`src/rtl/thread_sequencer.sv`:
```
// thread_sequencer: control stage that runs one thread through the execute stage for PROG_LEN instructions
// Ports:
//   clk, rst_n                    clock (rising edge) and asynchronous active-low reset
//   in_valid/in_ready/in_thread   upstream thread intake handshake
//   exe_thread/exe_instruction    thread and PC issued to the execute stage
//   exe_thread_ret/_instruction_ret  results returned by the execute stage
//   out_valid/out_ready/out_thread   downstream finished-thread handshake
//   busy                          high whenever a thread is held
//   done_count                    completed output handshakes (wraps)
//   cycle_count                   cycles spent on the current thread; exists only when
//                                 SEQ_CYCLE_COUNT_EN is defined
package my_pkg;
    typedef enum logic [1:0] {OP_ADD, OP_SUB, OP_MUL, OP_NOP} op_type;
    typedef struct packed {
        op_type     op;
        logic [2:0] dst;
        logic [2:0] src_a;
        logic [2:0] src_b;
    } instr_type;
    typedef struct packed {
        instr_type [7:0]  code;
        logic [7:0][15:0] d;
    } thread_type;
endpackage

module thread_sequencer #(
    parameter int PROG_LEN   = 8,
    parameter int DONE_CNT_W = 16
) (
    input  logic                  clk,
    input  logic                  rst_n,
    input  logic                  in_valid,
    output logic                  in_ready,
    input  my_pkg::thread_type    in_thread,
    output my_pkg::thread_type    exe_thread,
    output logic [7:0]            exe_instruction,
    input  my_pkg::thread_type    exe_thread_ret,
    input  logic [7:0]            exe_instruction_ret,
    output logic                  out_valid,
    input  logic                  out_ready,
    output my_pkg::thread_type    out_thread,
    output logic                  busy,
    output logic [DONE_CNT_W-1:0] done_count
`ifdef SEQ_CYCLE_COUNT_EN
    ,
    output logic [15:0]           cycle_count
`endif
);
    // PROG_LEN=256 truncates to 0, which is exactly where the 8-bit PC lands after wrapping
    localparam logic [7:0] LAST_PC = 8'(PROG_LEN);
    typedef enum logic [1:0] {IDLE, ISSUE, WAIT, DONE} state_type;
    state_type          state, state_nx;
    my_pkg::thread_type thr;
    logic [7:0]         pc;
    logic               accept, handoff;
    always_comb begin
        state_nx = state;
        case (state)
            IDLE:    if (in_valid) state_nx = ISSUE;
            ISSUE:   state_nx = WAIT;
            WAIT:    state_nx = (exe_instruction_ret == LAST_PC) ? DONE : ISSUE;
            DONE:    if (out_ready) state_nx = IDLE;
            default: state_nx = IDLE;
        endcase
    end
    assign in_ready        = state == IDLE;
    assign out_valid       = state == DONE;
    assign busy            = state != IDLE;
    assign accept          = in_valid && in_ready;
    assign handoff         = out_valid && out_ready;
    assign exe_thread      = thr;
    assign exe_instruction = pc;
    assign out_thread      = thr;
    always_ff @(posedge clk or negedge rst_n) begin
        if (!rst_n) begin
            state      <= IDLE;
            thr        <= '0;
            pc         <= '0;
            done_count <= '0;
        end else begin
            state <= state_nx;
            if (accept) begin
                thr <= in_thread;
                pc  <= '0;
            end
            // the execute stage result is only meaningful in WAIT, one cycle after an ISSUE
            if (state == WAIT) begin
                thr <= exe_thread_ret;
                pc  <= exe_instruction_ret;
            end
            if (handoff) done_count <= done_count + DONE_CNT_W'(1);
        end
    end
`ifdef SEQ_CYCLE_COUNT_EN
    logic [15:0] cyc;
    always_ff @(posedge clk or negedge rst_n) begin
        if (!rst_n) cyc <= '0;
        else        cyc <= accept ? '0 : (busy && cyc != 16'hFFFF) ? cyc + 16'd1 : cyc;
    end
    assign cycle_count = out_valid ? cyc : '0;
`endif
endmodule

```
`config.mk`:
```
export PLATFORM = sky130hd
export DESIGN_NAME = thread_sequencer
export DESIGN_NICKNAME = d
export VERILOG_FILES = /design/src/rtl/thread_sequencer.sv
export SDC_FILE = /design/constraint.sdc
export NUM_CORES = 1
export LEC_CHECK = 0
export ABC_AREA = 1
export CORE_AREA = 2 2 355 357
export CTS_BUF_LIST = sky130_fd_sc_hd__clkbuf_8
export CTS_CLUSTER_DIAMETER = 150
export CTS_CLUSTER_SIZE = 10
export DETAILED_ROUTE_END_ITERATION = 10
export DIE_AREA = 0 0 357 359
export SLEW_MARGIN = 25
export SYNTH_ARGS = -nofsm -noshare
export SYNTH_HDL_FRONTEND = slang
export SYNTH_SLANG_ARGS = --single-unit
```
`constraint.sdc`:
```
create_clock -name clk -period 1.7 [get_ports clk]
set_input_delay 0.34 -clock clk [delete_from_list [all_inputs] [get_ports clk]]
set_output_delay 0.34 -clock clk [all_outputs]
set_load 0.01 [all_outputs]
```
Yosys cells after proc, flatten, opt, wreduce, memory -nomap -nowiden
Cells that the tools add are included.

ROM bits: 0. Bits of input ports: 444. Memory bits (writable): 0. Flip-flop bits (word level): 242. Latch bits: 0. Logic and storage cells: 64. Memories: 0.

Reductions and logical operators: 6. Equality and inequality tests: 6. Bitwise logic cells: 0. Magnitude comparators: 0. Multipliers: 0. Multiplexer cells: 8. Shift operators: 0. Add/subtract/negate cells: 1. Divide/modulo/power cells: 0.

Operators by type and width (number): 216-bit 2-to-1 mux (2); 16-bit by 1-bit adder with 16-bit output, second input constant (1); 8-bit 2-to-1 mux (2); 8-bit by 4-bit == test with 1-bit output, second input constant (1); 2-bit one-hot mux with 4 select lines (1); 2-bit 2-to-1 mux (3); 2-bit == test, second input constant (2); 2-bit nonzero test (2); 2-bit by 1-bit == test with 1-bit output, second input constant (1); 1-bit logical AND (2); 2-bit zero test (1); 2-bit by 1-bit inequality test with 1-bit output, second input constant (1); 2-bit inequality test, second input constant (1); 2-bit AND reduction (1).

Logic depth before layout (Yosys ltp)
Gate-level depths: netlist of run 1.

Depth after elaboration: 4. Mapped depth: 9. Mapped depth without buffers: 9.

Least setup slack after synthesis of run 1
No wires, ideal clock.

Path kind: register to register. Start: register state[0]. End: register thr, in the netlist exe_thread[65]. Buffers on the path: 2. Cell stages (with the launch flop): 6. Data arrival time: 1.218 ns. Clock period less this slack: 1.300 ns. Setup time: 0.083 ns. Slack: 0.400 ns. Cell sequence: dfrtp_1 -> inv_2 -> buf_2 -> buf_1 -> a31oi_1 -> o21ai_0.

Word-level cells in the longest chain between the ends: 3. Elaborated cells between the ends (all ways): 5. Classes of those cells: eq/ne (1); mux (1); reduce/logical (3).

Ends and longest elaborated chain: start: declaration (line 52) `state_type state, state_nx;`; start signal: assignment (line 81) `state <= state_nx;`; 2-bit zero test (line 66) `assign in_ready = state == IDLE;`; 1-bit logical AND (line 69) `assign accept = in_valid && in_ready;`; 2-bit nonzero test (no line); end signal: assignment (line 83) `thr <= in_thread;`; end signal: assignment (line 88) `thr <= exe_thread_ret;`; end: declaration (line 53) `my_pkg::thread_type thr;`.

Several ways; a longest one is shown, not always the timed one. A chain may end at the register's enable or synchronous reset.

Worst setup path in the final report of run 1
Start: register state[0]. End: output port in_ready.

Word-level cells in the longest chain between the ends: 1.

Ends and longest elaborated chain: 2-bit zero test (line 66); end: declaration (line 33) `output logic in_ready,`.

No other way between the ends.

==> summary.txt, run 1 <==
Clock network
  – H-tree depth: 1
  – CTS max path bufs: 3
  – Clock root buffer: clkbuf_8
  – Clock Latency Late Sink: 0.75 ns
  – CTS clk-pin slew, worst paths: 0.09 ns
  – CTS tree: built
  – Cts bufs inserted: 31
  – CTS sink count: 242

Detailed routing
  – Total wire length: 133100 µm
  – TritonRoute pass-1 iters: 5
  – DRT iter0 DRCs: 1198
  – WL/cell: 31.60 µm
  – Via-per-instance ratio: 3.969
  – DRT antenna net count: 0
  – Remaining DRCs: 0
  – Vias: 16720

Synthesis
  – Area contributors post-synth: dfrtp_1 (47%), buf_4 (13%), a31oi_1 (10%)
  – Synthesized net count: 2007
  – Leading area contributor after synthesis: dfrtp_1
  – Area fraction of the dominant cell type after synthesis: 47.10%
  – Avg Inst Size Synth: 8.231 µm²
  – Flops & latches, synth: 242
  – Synth cell types: 24
  – Yosys warns: 0
  – Syn Inst Count: 1562
  – Seq/Total Area, Yosys: 47.10%
  – Post-synthesis instance area: 0.01286 mm²

Run status
  – Failing checks: setup timing
  – Status: finished with violations

Job
  – Max_cap viols: 0

Die
  – CORE AREA: 0.1246 mm²
  – Ports: 903
  – Die area: 0.1282 mm²
  – FP Rows: 130
  – Initial Util: 10.32%
  – Height of the die: 359 µm
  – Die W: 357 µm

Setup path
  – Crit-path max FO: 2
  – CP arrival: 1.64 ns
  – Setup CP Type: reg -> out
  – Required time of the critical path: 1.36 ns
  – Critical path capture point type: output port
  – CP Launch Type: flip-flop

Power
  – Comb power frac: 70.9%
  – Maximum vdd drop: 0.8341 mV
  – Register share of total power: 20.7%
  – Sw frac: 46.31%
  – Pint: 0.03138 W
  – Leakage: 12.28 nW
  – Pwr per Cell Area: 2041 mW/mm²
  – Power share of the clock group: 8.4%
  – Psw: 0.02707 W

Cells and area
  – Final Non-Filler Cells: 4213
  – Share of post-route cells with drive strength above 1: 41.85%
  – Nets@finish: 2994
  – Most frequent cells in the layout: buf_6 (459), clkdlybuf4s50_1 (441), nand2_1 (236)
  – Area Overhead vs Synth: 122.8%
  – Commonest non-fill, non-tap cell in the layout: buf_6

Placed design
  – DP HPWL: 94040 µm
  – GPL Wtd Cong: 0.9525
  – Placed instance count: 3866
  – Port Buffers: 902

STA
  – Final setup TNS: -11.10 ns
  – RSZ-0062 raised after global routing: yes
  – Worst setup margin: -0.2834 ns
  – Max Transition Viols Final: 0
  – Fmax: 0.5042 GHz
  – # setup viols final: 290
  – Final clock skew: 0.02168 ns
  – Final hold violation count: 0
  – Min cycle time layout: 1.983 ns
  – Rel. slew slack: 55.38%
  – Final period util: 116.7%
  – Worst-Margin Slew: 0.6693 ns

GRT
  – Total GRT Usage: 17.86%
  – Pin count of the biggest net entering global routing: 69
  – Initial antenna violation count: 66
  – First-pass GRT wire length: 153700 µm
  – Congestion Overflow GR: 0
  – Vias in the first global route: 15450

Hold path
  – Min-Delay Path Class: in -> async
[layer usage]
layer  track usage (%)  vias to the layer above  share of wire [%]
li1                  -                     7083                  -
met1             20.83                     8244                 39
met2             28.67                     1060                 45
met3             9.188                      270                 12
met4             4.531                       64                3.8
met5                 0                        -               0.33
[synth_stat cells]
master	count
nand4_1	3
o21ai_4	1
o21ai_1	81
inv_2	1
o211ai_1	1
buf_2	69
buf_1	8
xor2_1	4
dfrtp_1	242
xnor2_1	4
inv_1	21
clkbuf_1	41
nor2_1	228
nor2_2	1
a22o_1	5
o21ai_0	141
ha_1	1
a22oi_1	5
a31oi_1	211
buf_4	218
nor3_1	3
nand3b_1	1
nand3_1	7
nand2_1	265
[final timing paths]
path                       cells past startpoint          startpoint  slack [ns]                  to
max                                            3            state[0]       -0.28            in_ready
min                                            2               rst_n        0.12      exe_thread[36]
max reg2reg                                    9            state[0]       -0.11      exe_thread[45]
min reg2reg                                    1  exe_instruction[0]        0.51  exe_instruction[0]
max in group asynchronous                      3               rst_n        0.89     exe_thread[155]
min in group clk                               3      in_thread[143]        0.17     exe_thread[143]
[logic make-up (layout without fill, tap and decap cells)]
kind of cell / Yosys count / count (layout) / share of synthesized area (%)
and+or+nand+nor: 508 / 508 / 15.04
AOI/OAI and AO/OA: 445 / 445 / 19.73
buffers and inverters: 358 / 1353 / 17.49
DFF: 242 / 242 / 47.10
xor gates and xnor gates: 8 / 8 / 0.5450
adders and majority gates: 1 / 1 / 0.09731
other: 0 / 6 / 0
[layout make-up]
class,instances,area [µm²]
fillers,13490,95950
repair buffers,1290,14270
flip-flops and latches,242,6122
multi-input cells,962,5522
well taps,1650,2064
clock buffers,32,440.4
clock inverters,9,107.6
inverters,22,101.3
diodes,6,15.01
[state kept, by name, summed over array words and instances (netlist names)]
signal,count
exe_instruction,8
exe_thread,216
done_count,16
state,2
[power groups by stage]
stage               combinational, W  sequential, W  clock, W
floorplan                     0.0110         0.0120         0
global placement              0.0289         0.0118         0
detailed placement            0.0290         0.0119         0
CTS                           0.0339         0.0117   0.00518
global route                  0.0433         0.0124   0.00530
finish                        0.0414         0.0121   0.00491
[worst max-delay path, cell delays in order, from the launching register on]
cell     delay, ns
dfrtp_2       0.44
buf_6         0.13
nor2_4        0.16
buf_2         0.17
[repair_timing]
item / 4_1_cts / 5_1_grt
hold endpoints to repair: 244 / 0
resized for setup: 2328 / 532
pin swaps: 4 / 49
buffers inserted: 167 / 89
setup endpoints to repair: 491 / 616
gates cloned: 13 / 48
hold buffers: 2 / 0
[through the flow]
stage | setup slack (ns) | total power [W] | area (µm²) | utilization (%) | hold slack, ns
6_report | -0.2834 | 0.05846 | 28650 | 22.99 | 0.1233
4_1_cts | -0.3955 | 0.05074 | 25010 | 20.07 | 0.02474
3_3_place_gp | -0.05559 | 0.04075 | 22790 | 18.29 | 0.2773
5_1_grt | -0.3495 | 0.06104 | 28650 | 22.99 | 0.07449
3_5_place_dp | -0.05036 | 0.04090 | 22790 | 18.29 | 0.2807
2_1_floorplan | 0.3997 | 0.02299 | 12860 | - | 0.04441
No activity file was read; power rests on OpenSTA's default activity.
==> run 2: changes to the inputs <==
ABC_AREA = unset   (was 1)
CORE_AREA = 2 2 352 354   (was 2 2 355 357)
DIE_AREA = 0 0 354 356   (was 0 0 357 359)
==> summary.txt, run 2 <==
Die
  – Die W: 354 µm
  – FP Rows: 129
  – Die area: 0.1260 mm²
  – Initial Util: 10.32%
  – Height of the die: 356 µm
  – CORE AREA: 0.1227 mm²
  – Ports: 903

Power
  – Sw frac: 43.35%
  – Power share of the clock group: 6.5%
  – Leakage: 12.06 nW
  – Register share of total power: 19.9%
  – Psw: 0.02544 W
  – Pwr per Cell Area: 2179 mW/mm²
  – Comb power frac: 73.7%
  – Pint: 0.03325 W
  – Maximum vdd drop: 1.034 mV

STA
  – Min cycle time layout: 1.999 ns
  – Worst-Margin Slew: 0.6257 ns
  – Final clock skew: 0.05219 ns
  – Fmax: 0.5003 GHz
  – # setup viols final: 257
  – Worst setup margin: -0.2987 ns
  – Max Transition Viols Final: 0
  – Rel. slew slack: 58.29%
  – RSZ-0062 raised after global routing: yes
  – Final period util: 117.6%
  – Final hold violation count: 0

Clock network
  – CTS tree: built
  – CTS clk-pin slew, worst paths: 0.08 ns
  – H-tree depth: 1
  – Clock root buffer: clkbuf_8
  – CTS sink count: 242
  – Clock Latency Late Sink: 0.69 ns
  – Cts bufs inserted: 28
  – CTS max path bufs: 3

Synthesis
  – Synth cell types: 33
  – Flops & latches, synth: 242
  – Syn Inst Count: 1252
  – Synthesized net count: 1697
  – Top-count cell post-synth: dfrtp_1
  – Post-synth ARST share: 100.0%
  – Post-synthesis instance area: 0.01266 mm²
  – Predominant post-synthesis flop cell: dfrtp_1
  – Yosys warns: 0
  – Area contributors post-synth: dfrtp_1 (48%), mux2i_1 (17%), buf_4 (13%)
  – Avg Inst Size Synth: 10.11 µm²
  – Leading area contributor after synthesis: dfrtp_1
  – Commonest cells post-synth: dfrtp_1 (242), buf_4 (220), nand2_1 (220)
  – Seq/Total Area, Yosys: 47.84%
  – Area fraction of the dominant cell type after synthesis: 47.84%
  – Post-synth EDFFs: 0

GRT
  – Initial antenna violation count: 9
  – Total GRT Usage: 12.09%
  – Vias in the first global route: 12820
  – Congestion Overflow GR: 0
  – Pin count of the biggest net entering global routing: 72
  – First-pass GRT wire length: 106300 µm

Cells and area
  – Layout Utilization: 21.96%
  – Max reg flops: 216
  – Nets@finish: 2704
  – Filler instances: 13220
  – Commonest non-fill, non-tap cell in the layout: clkdlybuf4s50_1
  – Share of post-route cells with drive strength above 1: 46.77%
  – FF/Latch Area: 0.006098 mm²
  – Footprint of the multi-input gates: 0.005460 mm²
  – Design Area, Final: 0.02694 mm²
  – Area Overhead vs Synth: 112.9%
  – Most frequent cells in the layout: clkdlybuf4s50_1 (442), buf_6 (296), buf_2 (241)

Run status
  – Status: finished with violations
  – Failing checks: setup timing

Setup path
  – Critical path capture point type: flip-flop
  – CP arrival: 2.61 ns
  – Setup CP Type: reg -> reg
  – Cell breakdown of the critical path: buf_6 -> buf_8 -> buf_4 -> buf_8 -> o21bai_4 -> buf_12 -> buf_16 -> buf_12 -> buf_16 -> nand2_1 -> o21ai_1
  – Max stage delay cell, worst path: dfrtp_1
  – Number of buffers and inverters on the critical path: 8
  – Worst path max stage delay: 0.40 ns
  – Setup slack, reg-to-reg: -0.30 ns
  – CP Launch Type: flip-flop
  – Crit-path max FO: 8
  – Required time of the critical path: 2.31 ns
  – Largest delay share family, worst path: buffers and inverters

Detailed routing
  – Vias: 13230
  – Via-per-instance ratio: 3.392
  – Remaining DRCs: 0
  – TritonRoute pass-1 iters: 5
  – Total wire length: 90020 µm
  – WL/cell: 23.09 µm
  – DRT antenna net count: 0
  – DRT iter0 DRCs: 694

Placed design
  – Port Buffers: 902
  – GPL Wtd Cong: 0.8924
  – DP HPWL: 66610 µm
  – DP Area: 0.02262 mm²

Hold path
  – Min-Delay Path Class: in -> async

Job
  – Max_cap viols: 0
-- run 2: cell types whose count changed in the layout (fill, tap and decap cells not counted), moves of 39 or more --
cell,change
nand2_1,-61
buf_6,-163
a31oi_4,-39
a31oi_1,-159
nor2_1,-209
buf_2,+131
o21ai_0,-45
mux2i_1,+137
-- run 2: per-stage QoR --
step	setup TNS (ns)	instances	worst slack, ns	total power (W)	hold slack, ns
detailed placement	-7.865	3592	-0.1477	0.04258	0.3285
floorplan	0	1252	0.2636	0.02576	0.04441
global placement	-7.815	3592	-0.1505	0.04242	0.3285
finish	-32.71	3899	-0.2987	0.05869	0.2236
global route	-61.74	3898	-0.3969	0.06182	0.1905
CTS	-38.97	3815	-0.3398	0.04984	0.1598
-- run 2: kinds of logic (layout without fill, tap and decap cells) --
kind of cell    count (synthesis)  in the layout  synth area share, %
flops                         242            242                47.85
simple gates                  253            253                8.017
buf+inv                       293           1301                16.53
mux                           211            211                16.69
xor+xnor                       15             15                1.038
fa+ha+maj                       1              1              0.09884
other cells                     0              2                    0
compound gates                237            237                9.786
-- run 2: worst paths after layout --
check                      cells after the start             end     startpoint
min in group clk                               3  exe_thread[59]  in_thread[59]
max reg2reg                                   11  exe_thread[60]       state[1]
min                                            2  exe_thread[15]          rst_n
min reg2reg                                    2   exe_thread[7]  exe_thread[7]
max                                           11  exe_thread[60]       state[1]
max in group asynchronous                      3  exe_thread[21]          rst_n
-- run 2: area by class of cell --
| class | instances | area share, % |
|---|---|---|
| Timing Repair Buffer | 1267 | 47.91 |
| Sequential cell | 242 | 22.64 |
| Multi-Input combinational cell | 717 | 20.27 |
| Tap cell | 1637 | 7.603 |
| Clock buffer | 28 | 1.430 |
| Clock inverter | 3 | 0.07895 |
| Inverter | 3 | 0.05109 |
| Antenna cell | 2 | 0.01858 |
-- run 2: what timing repair did --
item                       4_1_cts  5_1_grt
gates resized for setup       2057      445
hold endpoints to repair       127        0
pin swaps                        3       20
hold buffers                     1        0
setup endpoints to repair      467      379
cloned                           4       50
setup buffers                  190       51
-- run 2: power groups by stage --
stage                     registers [W]  clock network (W)  logic [W]
after floorplan                  0.0120                  0     0.0137
after global placement           0.0121                  0     0.0304
after detailed placement         0.0122                  0     0.0304
after CTS                        0.0114            0.00402     0.0344
after global routing             0.0120            0.00423     0.0456
final                            0.0117            0.00379     0.0432
-- run 2: worst register-to-register path, stage by stage (launching register included) --
cell and delay [ns]:
dfrtp_1 0.40, buf_6 0.13, buf_8 0.11, buf_4 0.13, buf_8 0.13, o21bai_4 0.18, buf_12 0.20, buf_16 0.18
buf_12 0.16, buf_16 0.11, nand2_1 0.06, o21ai_1 0.12
-- run 2: layer usage --
metal,wire length [µm],GRT usage (%),part of all wire [%]
met1,39570,16.00,44
met2,41940,19.82,47
met3,6359,2.914,7.1
met4,2134,2.712,2.4
met5,10,0,0.011
==> run 3: changes to the inputs <==
SKIP_LAST_GASP = 1   (was unset)
==> summary.txt, run 3 (same netlist as run 2, synthesis figures left out) <==
Detailed routing
  – Remaining DRCs: 0
  – DRT antenna net count: 0
  – WL/cell: 21.98 µm
  – DRT iter0 DRCs: 612
  – TritonRoute pass-1 iters: 7
  – Via-per-instance ratio: 3.321
  – Vias: 12790
  – Total wire length: 84660 µm

Clock network
  – CTS max path bufs: 3
  – Clock Latency Late Sink: 0.68 ns
  – Cts bufs inserted: 28
  – H-tree depth: 1
  – CTS clk-pin slew, worst paths: 0.07 ns
  – Clock root buffer: clkbuf_8
  – CTS tree: built
  – CTS sink count: 242

Cells and area
  – Commonest non-fill, non-tap cell in the layout: clkdlybuf4s50_1
  – Max reg flops: 216
  – FF/Latch Area: 0.006103 mm²
  – Most frequent cells in the layout: clkdlybuf4s50_1 (442), buf_6 (276), buf_2 (239)
  – Share of post-route cells with drive strength above 1: 42.05%
  – Nets@finish: 2658
  – Footprint of the multi-input gates: 0.005147 mm²
  – Layout Utilization: 21.00%
  – Filler instances: 13350
  – Area Overhead vs Synth: 103.5%

Power
  – Pwr per Cell Area: 2126 mW/mm²
  – Leakage: 11.55 nW
  – Maximum vdd drop: 1.114 mV

GRT
  – Congestion Overflow GR: 0
  – Pin count of the biggest net entering global routing: 72
  – Initial antenna violation count: 8
  – Vias in the first global route: 12790
  – First-pass GRT wire length: 106200 µm
  – Total GRT Usage: 12.08%

Die
  – Height of the die: 356 µm
  – Ports: 903
  – FP Rows: 129
  – Die area: 0.1260 mm²
  – CORE AREA: 0.1227 mm²
  – Die W: 354 µm
  – Initial Util: 10.32%

STA
  – Min cycle time layout: 1.943 ns
  – Final hold violation count: 0
  – Fmax: 0.5147 GHz
  – Final period util: 114.3%
  – Final clock skew: 0.04082 ns
  – Worst-Margin Slew: 0.6332 ns
  – # setup viols final: 215
  – Max Transition Viols Final: 0
  – Worst setup margin: -0.2430 ns
  – RSZ-0062 raised after global routing: yes
  – Rel. slew slack: 57.79%

Setup path
  – Critical path capture point type: output port
  – CP arrival: 1.60 ns
  – RR Startpoint: state[0]
  – CP Launch Type: flip-flop
  – Crit-path max FO: 2
  – Required time of the critical path: 1.36 ns
  – CP Launch Point: state[0]
  – Setup CP Type: reg -> out

Placed design
  – GPL Wtd Cong: 0.8924
  – Port Buffers: 902
  – DP HPWL: 66610 µm
  – Pre-CTS setup slack: -0.1477 ns

Hold path
  – Min-Delay Path Class: in -> async

Job
  – Max_cap viols: 0

Run status
  – Status: finished with violations
  – Failing checks: setup timing
run 3: layout make-up:
class	count	share of cell area, %
sequential	242	23.69
tap	1637	7.952
multi-input combinational	717	19.98
antenna	1	0.009715
clock inverter	3	0.08258
timing repair buffer	1221	46.73
clock buffer	28	1.496
inverter	3	0.05343
run 3: path summary, 6_finish.rpt:
kind | depth (start not counted) | slack, ns | end
worst max-delay path | 4 | -0.24 | out_valid
min in group clk | 3 | 0.27 | exe_thread[87]
worst min-delay path | 2 | 0.23 | exe_thread[15]
worst min register to register | 2 | 0.51 | exe_thread[94]
max in group asynchronous | 3 | 0.83 | exe_thread[21]
worst max register to register | 8 | -0.23 | exe_thread[30]
run 3: power by group:
part	switching, W	total [W]	leakage [nW]	internal, W
sequential	0.00287	0.0116	2.85	0.00878
combinational	0.0185	0.0394	8.48	0.0208
clock	0.00228	0.00376	0.216	0.00148
run 3: critical path, stage by stage, from the launching register on:
cell     delay, ns
dfrtp_2       0.43
buf_6         0.13
buf_6         0.11
and2_4        0.13
buf_6         0.12
run 3: through the flow:
step	std cells	hold slack (ns)	power, W	setup TNS, ns	cell area, µm²
4_1_cts	3815	0.1598	0.04935	-43.28	23860
3_3_place_gp	3592	0.3285	0.04242	-7.815	22620
6_report	3852	0.2253	0.05477	-23.03	25760
3_5_place_dp	3592	0.3285	0.04258	-7.865	22620
5_1_grt	3852	0.2083	0.05800	-44.36	25760
2_1_floorplan	1252	0.04441	0.02576	0	12660
run 3: timing repair:
item / CTS / global route
setup endpoints to repair: 467 / 379
setup buffers: 190 / 53
cloned: 4 / 20
hold buffers: 1 / 0
resized for setup: 2017 / 378
pin swaps: 3 / 16
endpoints found under the hold margin: 127 / 0
run 3: routing by layer:
metal	wire, µm	track usage, %
met4	2081	2.661
met3	5976	3.012
met2	39600	19.77
met5	10	0
met1	37000	15.98
